$ cat src/rtl/lbm_bram_streamer_if.sv
// AXI4-Stream beat channel carrying one D2Q9 pixel (nine distribution lanes)
// from the BRAM streamer to the pixel unpacker.
interface lbm_bram_streamer_if #(
  parameter int DATA_WIDTH = 16
);
  logic                      tvalid;
  logic                      tready;
  logic [9*DATA_WIDTH-1:0]   tdata;
  logic [9*DATA_WIDTH/8-1:0] tstrb;
  logic                      tlast;

  modport master (output tvalid, output tdata, output tstrb, output tlast, input tready);
  modport slave  (input tvalid, input tdata, input tstrb, input tlast, output tready);
endinterface

$ cat src/rtl/lbm_bram_streamer.sv
// Streams one frame of D2Q9 pixels from a 1-cycle-latency BRAM onto AXI4-Stream
// through a 2-entry skid buffer. Optional frame checksum: LBM_STREAM_CHECKSUM_EN.
module lbm_bram_streamer #(
  parameter int DATA_WIDTH    = 16,
  parameter int DEPTH         = 2500,
  parameter int ADDRESS_WIDTH = 12
) (
  input  logic                      m00_axis_aclk,
  input  logic                      m00_axis_aresetn,
  input  logic                      start,
  output logic                      busy,
  output logic                      done,
  output logic                      bram_en,
  output logic [ADDRESS_WIDTH-1:0]  bram_addr,
  input  logic [9*DATA_WIDTH-1:0]   bram_dout,
  lbm_bram_streamer_if.master       m00_axis,
  output logic [DATA_WIDTH-1:0]     checksum
);
  localparam int BEAT_W = 9 * DATA_WIDTH;
  localparam int STRB_W = BEAT_W / 8;
  localparam logic [ADDRESS_WIDTH-1:0] LAST_ADDR = ADDRESS_WIDTH'(DEPTH - 1);
  localparam logic [ADDRESS_WIDTH-1:0] ADDR_ONE  = {{(ADDRESS_WIDTH-1){1'b0}}, 1'b1};
  localparam logic [ADDRESS_WIDTH-1:0] ADDR_ZERO = {ADDRESS_WIDTH{1'b0}};

  typedef enum logic [1:0] {ST_IDLE = 2'd0, ST_RUN = 2'd1, ST_DRAIN = 2'd2} state_t;

  state_t                     state_r, state_s;
  logic [ADDRESS_WIDTH-1:0]   ptr_r, ptr_s, last_addr_r;
  logic                       inflight_r, inflight_last_r;
  logic [BEAT_W-1:0]          buf_data_r [2];
  logic [1:0]                 buf_last_r;
  logic                       wr_sel_r, rd_sel_r;
  logic [1:0]                 occ_r;
  logic [2:0]                 fill_s;
  logic                       pop_s, push_s, issue_s, done_s, accept_s;
  logic                       busy_r, done_r;
  logic [BEAT_W-1:0]          head_data_s;
  logic                       head_last_s, tvalid_s;

  assign tvalid_s    = (occ_r != 2'd0);
  assign head_data_s = buf_data_r[rd_sel_r];
  assign head_last_s = buf_last_r[rd_sel_r];
  assign pop_s       = tvalid_s & m00_axis.tready;
  assign push_s      = inflight_r;
  // Slots already claimed (stored or still in the BRAM pipe) once this cycle's pop leaves
  assign fill_s      = {1'b0, occ_r} + {2'b00, inflight_r} - {2'b00, pop_s};

  // Next-state, read issue and frame-completion decode
  always_comb begin
    state_s  = state_r;
    ptr_s    = ptr_r;
    issue_s  = 1'b0;
    done_s   = 1'b0;
    accept_s = 1'b0;
    case (state_r)
      ST_IDLE: begin
        if (start) begin
          state_s  = ST_RUN;
          ptr_s    = ADDR_ZERO;
          accept_s = 1'b1;
        end else begin
          state_s  = ST_IDLE;
        end
      end
      ST_RUN: begin
        if (fill_s < 3'd2) begin
          issue_s = 1'b1;
          if (ptr_r == LAST_ADDR) begin
            state_s = ST_DRAIN;
          end else begin
            ptr_s = ptr_r + ADDR_ONE;
          end
        end else begin
          issue_s = 1'b0;
        end
      end
      ST_DRAIN: begin
        if (pop_s && head_last_s && !inflight_r && (occ_r == 2'd1)) begin
          state_s = ST_IDLE;
          done_s  = 1'b1;
        end else begin
          state_s = ST_DRAIN;
        end
      end
      default: state_s = ST_IDLE;
    endcase
  end

  // Control state, read pointer and registered status flags
  always_ff @(posedge m00_axis_aclk or negedge m00_axis_aresetn) begin
    if (!m00_axis_aresetn) begin
      state_r         <= ST_IDLE;
      ptr_r           <= ADDR_ZERO;
      last_addr_r     <= ADDR_ZERO;
      busy_r          <= 1'b0;
      done_r          <= 1'b0;
      inflight_r      <= 1'b0;
      inflight_last_r <= 1'b0;
    end else begin
      state_r         <= state_s;
      ptr_r           <= ptr_s;
      busy_r          <= (state_s != ST_IDLE);
      done_r          <= done_s;
      inflight_r      <= issue_s;
      inflight_last_r <= issue_s & (ptr_r == LAST_ADDR);
      if (issue_s) begin
        last_addr_r <= ptr_r;
      end
    end
  end

  // Two-entry output buffer fed by the BRAM read pipe
  always_ff @(posedge m00_axis_aclk or negedge m00_axis_aresetn) begin
    if (!m00_axis_aresetn) begin
      buf_data_r[0] <= {BEAT_W{1'b0}};
      buf_data_r[1] <= {BEAT_W{1'b0}};
      buf_last_r    <= 2'b00;
      wr_sel_r      <= 1'b0;
      rd_sel_r      <= 1'b0;
      occ_r         <= 2'd0;
    end else begin
      if (push_s) begin
        buf_data_r[wr_sel_r] <= bram_dout;
        buf_last_r[wr_sel_r] <= inflight_last_r;
        wr_sel_r             <= ~wr_sel_r;
      end
      if (pop_s) begin
        rd_sel_r <= ~rd_sel_r;
      end
      case ({push_s, pop_s})
        2'b10:   occ_r <= occ_r + 2'd1;
        2'b01:   occ_r <= occ_r - 2'd1;
        default: occ_r <= occ_r;
      endcase
    end
  end

  assign busy            = busy_r;
  assign done            = done_r;
  assign bram_en         = issue_s;
  assign bram_addr       = issue_s ? ptr_r : last_addr_r;
  assign m00_axis.tvalid = tvalid_s;
  assign m00_axis.tdata  = head_data_s;
  assign m00_axis.tlast  = tvalid_s & head_last_s;
  assign m00_axis.tstrb  = {STRB_W{1'b1}};

`ifdef LBM_STREAM_CHECKSUM_EN
  function automatic logic [DATA_WIDTH-1:0] lane_sum(input logic [BEAT_W-1:0] beat);
    logic [DATA_WIDTH-1:0] acc;
    acc = {DATA_WIDTH{1'b0}};
    for (int k = 0; k < 9; k++) begin
      acc = acc + beat[k*DATA_WIDTH +: DATA_WIDTH];
    end
    return acc;
  endfunction

  logic [DATA_WIDTH-1:0] checksum_r;

  // Running modular sum of every accepted beat, restarted by each accepted start
  always_ff @(posedge m00_axis_aclk or negedge m00_axis_aresetn) begin
    if (!m00_axis_aresetn) begin
      checksum_r <= {DATA_WIDTH{1'b0}};
    end else if (accept_s) begin
      checksum_r <= {DATA_WIDTH{1'b0}};
    end else if (pop_s) begin
      checksum_r <= checksum_r + lane_sum(head_data_s);
    end
  end

  assign checksum = checksum_r;
`else
  assign checksum = {DATA_WIDTH{1'b0}};
`endif
endmodule

$ cat src/flat_wrapper.sv
// flat-port wrapper written by rule: the top's interface ports become plain ports
module lbm_bram_streamer_flat 
#(
  parameter int DATA_WIDTH    = 16,
  parameter int DEPTH         = 2500,
  parameter int ADDRESS_WIDTH = 12
)
  (m00_axis_aclk, m00_axis_aresetn, start, busy, done, bram_en, bram_addr, bram_dout, checksum, m00_axis_tvalid, m00_axis_tdata, m00_axis_tstrb, m00_axis_tlast, m00_axis_tready);
  lbm_bram_streamer_if #(.DATA_WIDTH(DATA_WIDTH)) m00_axis_i ();
  input  logic m00_axis_aclk;
  input  logic m00_axis_aresetn;
  input  logic start;
  output logic busy;
  output logic done;
  output logic bram_en;
  output logic [ADDRESS_WIDTH-1:0] bram_addr;
  input  logic [9*DATA_WIDTH-1:0] bram_dout;
  output logic [DATA_WIDTH-1:0] checksum;
  output wire logic [$bits(m00_axis_i.tvalid)-1:0] m00_axis_tvalid;
  output wire logic [$bits(m00_axis_i.tdata)-1:0] m00_axis_tdata;
  output wire logic [$bits(m00_axis_i.tstrb)-1:0] m00_axis_tstrb;
  output wire logic [$bits(m00_axis_i.tlast)-1:0] m00_axis_tlast;
  input wire logic [$bits(m00_axis_i.tready)-1:0] m00_axis_tready;
  assign m00_axis_tvalid = m00_axis_i.tvalid;
  assign m00_axis_tdata = m00_axis_i.tdata;
  assign m00_axis_tstrb = m00_axis_i.tstrb;
  assign m00_axis_tlast = m00_axis_i.tlast;
  assign m00_axis_i.tready = m00_axis_tready;
  lbm_bram_streamer #(.DATA_WIDTH(DATA_WIDTH), .DEPTH(DEPTH), .ADDRESS_WIDTH(ADDRESS_WIDTH)) u_core (.m00_axis_aclk(m00_axis_aclk), .m00_axis_aresetn(m00_axis_aresetn), .start(start), .busy(busy), .done(done), .bram_en(bram_en), .bram_addr(bram_addr), .bram_dout(bram_dout), .m00_axis(m00_axis_i), .checksum(checksum));
endmodule
$ cat config.mk
export PLATFORM = sky130hd
export DESIGN_NAME = lbm_bram_streamer_flat
export DESIGN_NICKNAME = d
export VERILOG_FILES = /design/src/rtl/lbm_bram_streamer_if.sv /design/src/rtl/lbm_bram_streamer.sv /design/src/flat_wrapper.sv
export SDC_FILE = /design/constraint.sdc
export NUM_CORES = 1
export LEC_CHECK = 0
export ABC_CLOCK_PERIOD_IN_PS = 4110
export BUFFER_PORTS_ARGS = -buffer_cell sky130_fd_sc_hd__buf_2
export CORE_MARGIN = 8
export CORE_UTILIZATION = 45
export CTS_CLUSTER_DIAMETER = 200
export DETAILED_ROUTE_END_ITERATION = 10
export PLACE_DENSITY = 0.78
export SLEW_MARGIN = 20
export SYNTH_ARGS = -nofsm -noshare
export SYNTH_HDL_FRONTEND = slang
export SYNTH_SLANG_ARGS = --single-unit
$ cat constraint.sdc
create_clock -name m00_axis_aclk -period 4.11 [get_ports m00_axis_aclk]
set_input_delay 0.6165 -clock m00_axis_aclk [delete_from_list [all_inputs] [get_ports m00_axis_aclk]]
set_output_delay 0.6165 -clock m00_axis_aclk [all_outputs]
set_load 0.1 [all_outputs]
==> results.yml <==
status:
  status: "finished, final reports clean"
detailed_routing:
  post_drt_wl_per_cell_um: 18.4
  antenna_left: 0
  first_iter_violations: 267
  vias: 8568
  routed_via_density: 5.05
  drt_pass1_iterations: 4
  wl_um: 31200
  drc: 0
critical_path:
  path_max_fanout: 7
  critical_path.max_stage_delay_ps: 500
  cp-end-kind: "output pin"
  critPathArrivalTime_ps: 3340
  slowest_stage: "fa_1"
  start_kind: "register"
  rrSetupSlack_ps: 1000
  required_ps: 3490
  worstPathCellList: "inv_1 -> ha_1 -> nand2b_2 -> xnor2_2 -> nand2_1 -> fa_1 -> nand3b_1 -> nor2_4 -> clkbuf_4 -> mux2_2 -> buf_12"
  worstSetupPathType: "register to output pin"
yosys:
  yosysTopAreaCellShare_pct: 56.9
  synthesis.area_mm2: 0.0142
  syn_inst: 953
  ys_top_cells_by_area: "dfrtp_1, mux2_2, mux2_1"
  yosys_most_used_dff: "dfrtp_1"
  synth_top_cell_by_area: "dfrtp_1"
  syn_avg_cell_area_um2: 15.0
  ys_warn_count: 0
  ys_seq_area_share_pct: 56.9
  synth_commonest_cells: "dfrtp_1, mux2_2, mux2_1"
  synth.distinct_cells: 37
  synthArstFlopShare_pct: 100
  yosysMostFrequentCell: "dfrtp_1"
  postSynthRegisterBits: 324
  synth_edf_count: 0
place:
  gp_congestion: 0.774
  placedCellCount: 1622
  place_area_mm2: 0.0163
  portBuffers: 308
  dp_hpwl_um: 21600
final_layout:
  area_growth_pct: 23.7
  multi_input_area_mm2: 0.00581
  fillers: 2556
  final_area_mm2: 0.0176
  drive_gt1_share_pct: 53.3
  regArea_mm2: 0.00811
  fin_cells: 1696
  layout.nets: 1414
global_routing:
  grt_antenna_before_repair: 8
  gr-usage-met3_pct: 5.90
  track_usage_pct: 16.1
  grt_pass1_wl_um: 50700
  gr-max-usage-layer: "met2"
  grt_pass1_vias: 9486
  globalRouteOverflowTotal: 0
  grt_use_met2_pct: 27.1
  grt_max_degree: 135
  met1_usage_pct: 19.2
floorplan:
  dieArea_mm2: 0.0376
  initial_core_util_pct: 45.4
  io_pins: 343
  placementRows: 65
  die_width_um: 194
  coreArea_mm2: 0.0314
  die_h_um: 194
clock_network:
  clk_pin_slew_ps: 60
  hold_buffers: 0
  clk_path_buf_depth: 3
  cts_root_buffer: "clkbuf_16"
  clock-sinks: 324
  cts-htree-levels: 2
  cts_made_buffers: 35
  cts_tree: "built"
  clk-insertion-delay-late_ps: 490
min_path:
  min_path_type: "primary input to asynchronous set/reset pin"
timing:
  hold_viol: 0
  drv_slew: 0
  finalClockSkew_ps: 6.98
  period_share_pct: 96.2
  max_freq_mhz: 253
  fin_crit_ps: 3950
  setup_viol: 0
  slew_headroom_pct: 31.1
  tightestPinTransition_ps: 1030
  fin_tns_setup_ps: 0
job:
  drv_cap: 0
## sequential cells by signal (all words and copies together) (netlist names)
| register | count |
|---|---|
| u_core.done | 1 |
| u_core.inflight_r | 1 |
| u_core.state_r | 2 |
| u_core.occ_r | 2 |
| u_core.busy | 1 |
| u_core.wr_sel_r | 1 |
| u_core.buf_data_r | 288 |
| u_core.inflight_last_r | 1 |
| u_core.last_addr_r | 12 |
| u_core.buf_last_r | 2 |
| u_core.rd_sel_r | 1 |
| u_core.ptr_r | 12 |
## critical path, delay by kind of cell, from the launching register on
kind / cells / cell delay, ps
buffers and inverters: 3 / 460
xor gates and xnor gates: 1 / 210
DFF: 1 / 400
muxes: 1 / 370
and+or+nand+nor: 4 / 690
adders and majority gates: 2 / 700
## metal layers
layer  up-vias  share of wire (%)
met5         -              0.067
met4         4                2.1
met3        47                7.9
met2       233                 49
met1      4335                 41
li1       3949                  -
## cell type report
cell class / count / area share, %
clock buffers: 49 / 5.74
inverters: 4 / 0.0852
repair buffers: 324 / 11.2
diodes: 6 / 0.0852
clock inverters: 14 / 0.994
flip-flops and latches: 324 / 46.0
well taps: 402 / 2.85
multi-input cells: 573 / 33.0
## path summary, 6_finish.rpt
path	from	to	cells after the start
min in group m00_axis_aclk	bram_dout[35]	u_core.buf_data_r[35]$_DFFE_PN0P_	2
max reg2reg	u_core.occ_r[1]$_DFFE_PN0N_	u_core.ptr_r[10]$_DFFE_PN0P_	12
max in group asynchronous	m00_axis_aresetn	u_core.buf_data_r[216]$_DFFE_PN0P_	3
min reg2reg	u_core.buf_data_r[265]$_DFFE_PN0P_	u_core.buf_data_r[265]$_DFFE_PN0P_	1
max	u_core.occ_r[1]$_DFFE_PN0N_	bram_addr[0]	11
min	m00_axis_aresetn	u_core.ptr_r[3]$_DFFE_PN0P_	1
## cell families (layout without fill, tap and decap cells)
kind of cell             count (synthesis)  after routing  share of synthesized area, %
buffers and inverters                   88            391                          3.41
AO/OA/AOI/OAI                           16             16                         0.676
other                                    2             40                        0.0527
AND/OR/NAND/NOR                         61             61                          2.53
XOR/XNOR                                10             10                         0.615
adder cells (fa/ha/maj)                  4              4                         0.404
flip-flops                             324            324                          56.9
multiplexers                           448            448                          35.4
## metrics by stage
stage | utilization (%) | hold slack [ps] | worst slack, ps
6_report | 56.1 | 23.1 | 156
4_1_cts | 55.9 | 292 | 50.1
3_3_place_gp | 52.0 | 462 | 518
5_1_grt | 56.1 | 31.8 | -18.8
3_5_place_dp | 52.1 | 471 | 480
2_1_floorplan | - | 321 | 88.1
## cells in the final DEF (no fill, tap or decap), types with 10 or more instances in the layout
master       n
dfrtp_1    322
mux2_2     294
buf_2      294
mux2_1     154
clkbuf_16   37
conb_1      34
buf_12      20
nand3_1     11
nor2_1      10
nand2_1     10
## what timing repair did
action / CTS / global route
buffers inserted: 0 / 3
gates cloned: 0 / 1
pin swaps: 0 / 2
gates resized for setup: 3 / 4
setup endpoints to repair: 8 / 12
Power is left out: the tool's default activity adds up to more than one toggle a clock period on the data nets, which glitch-free logic cannot reach.
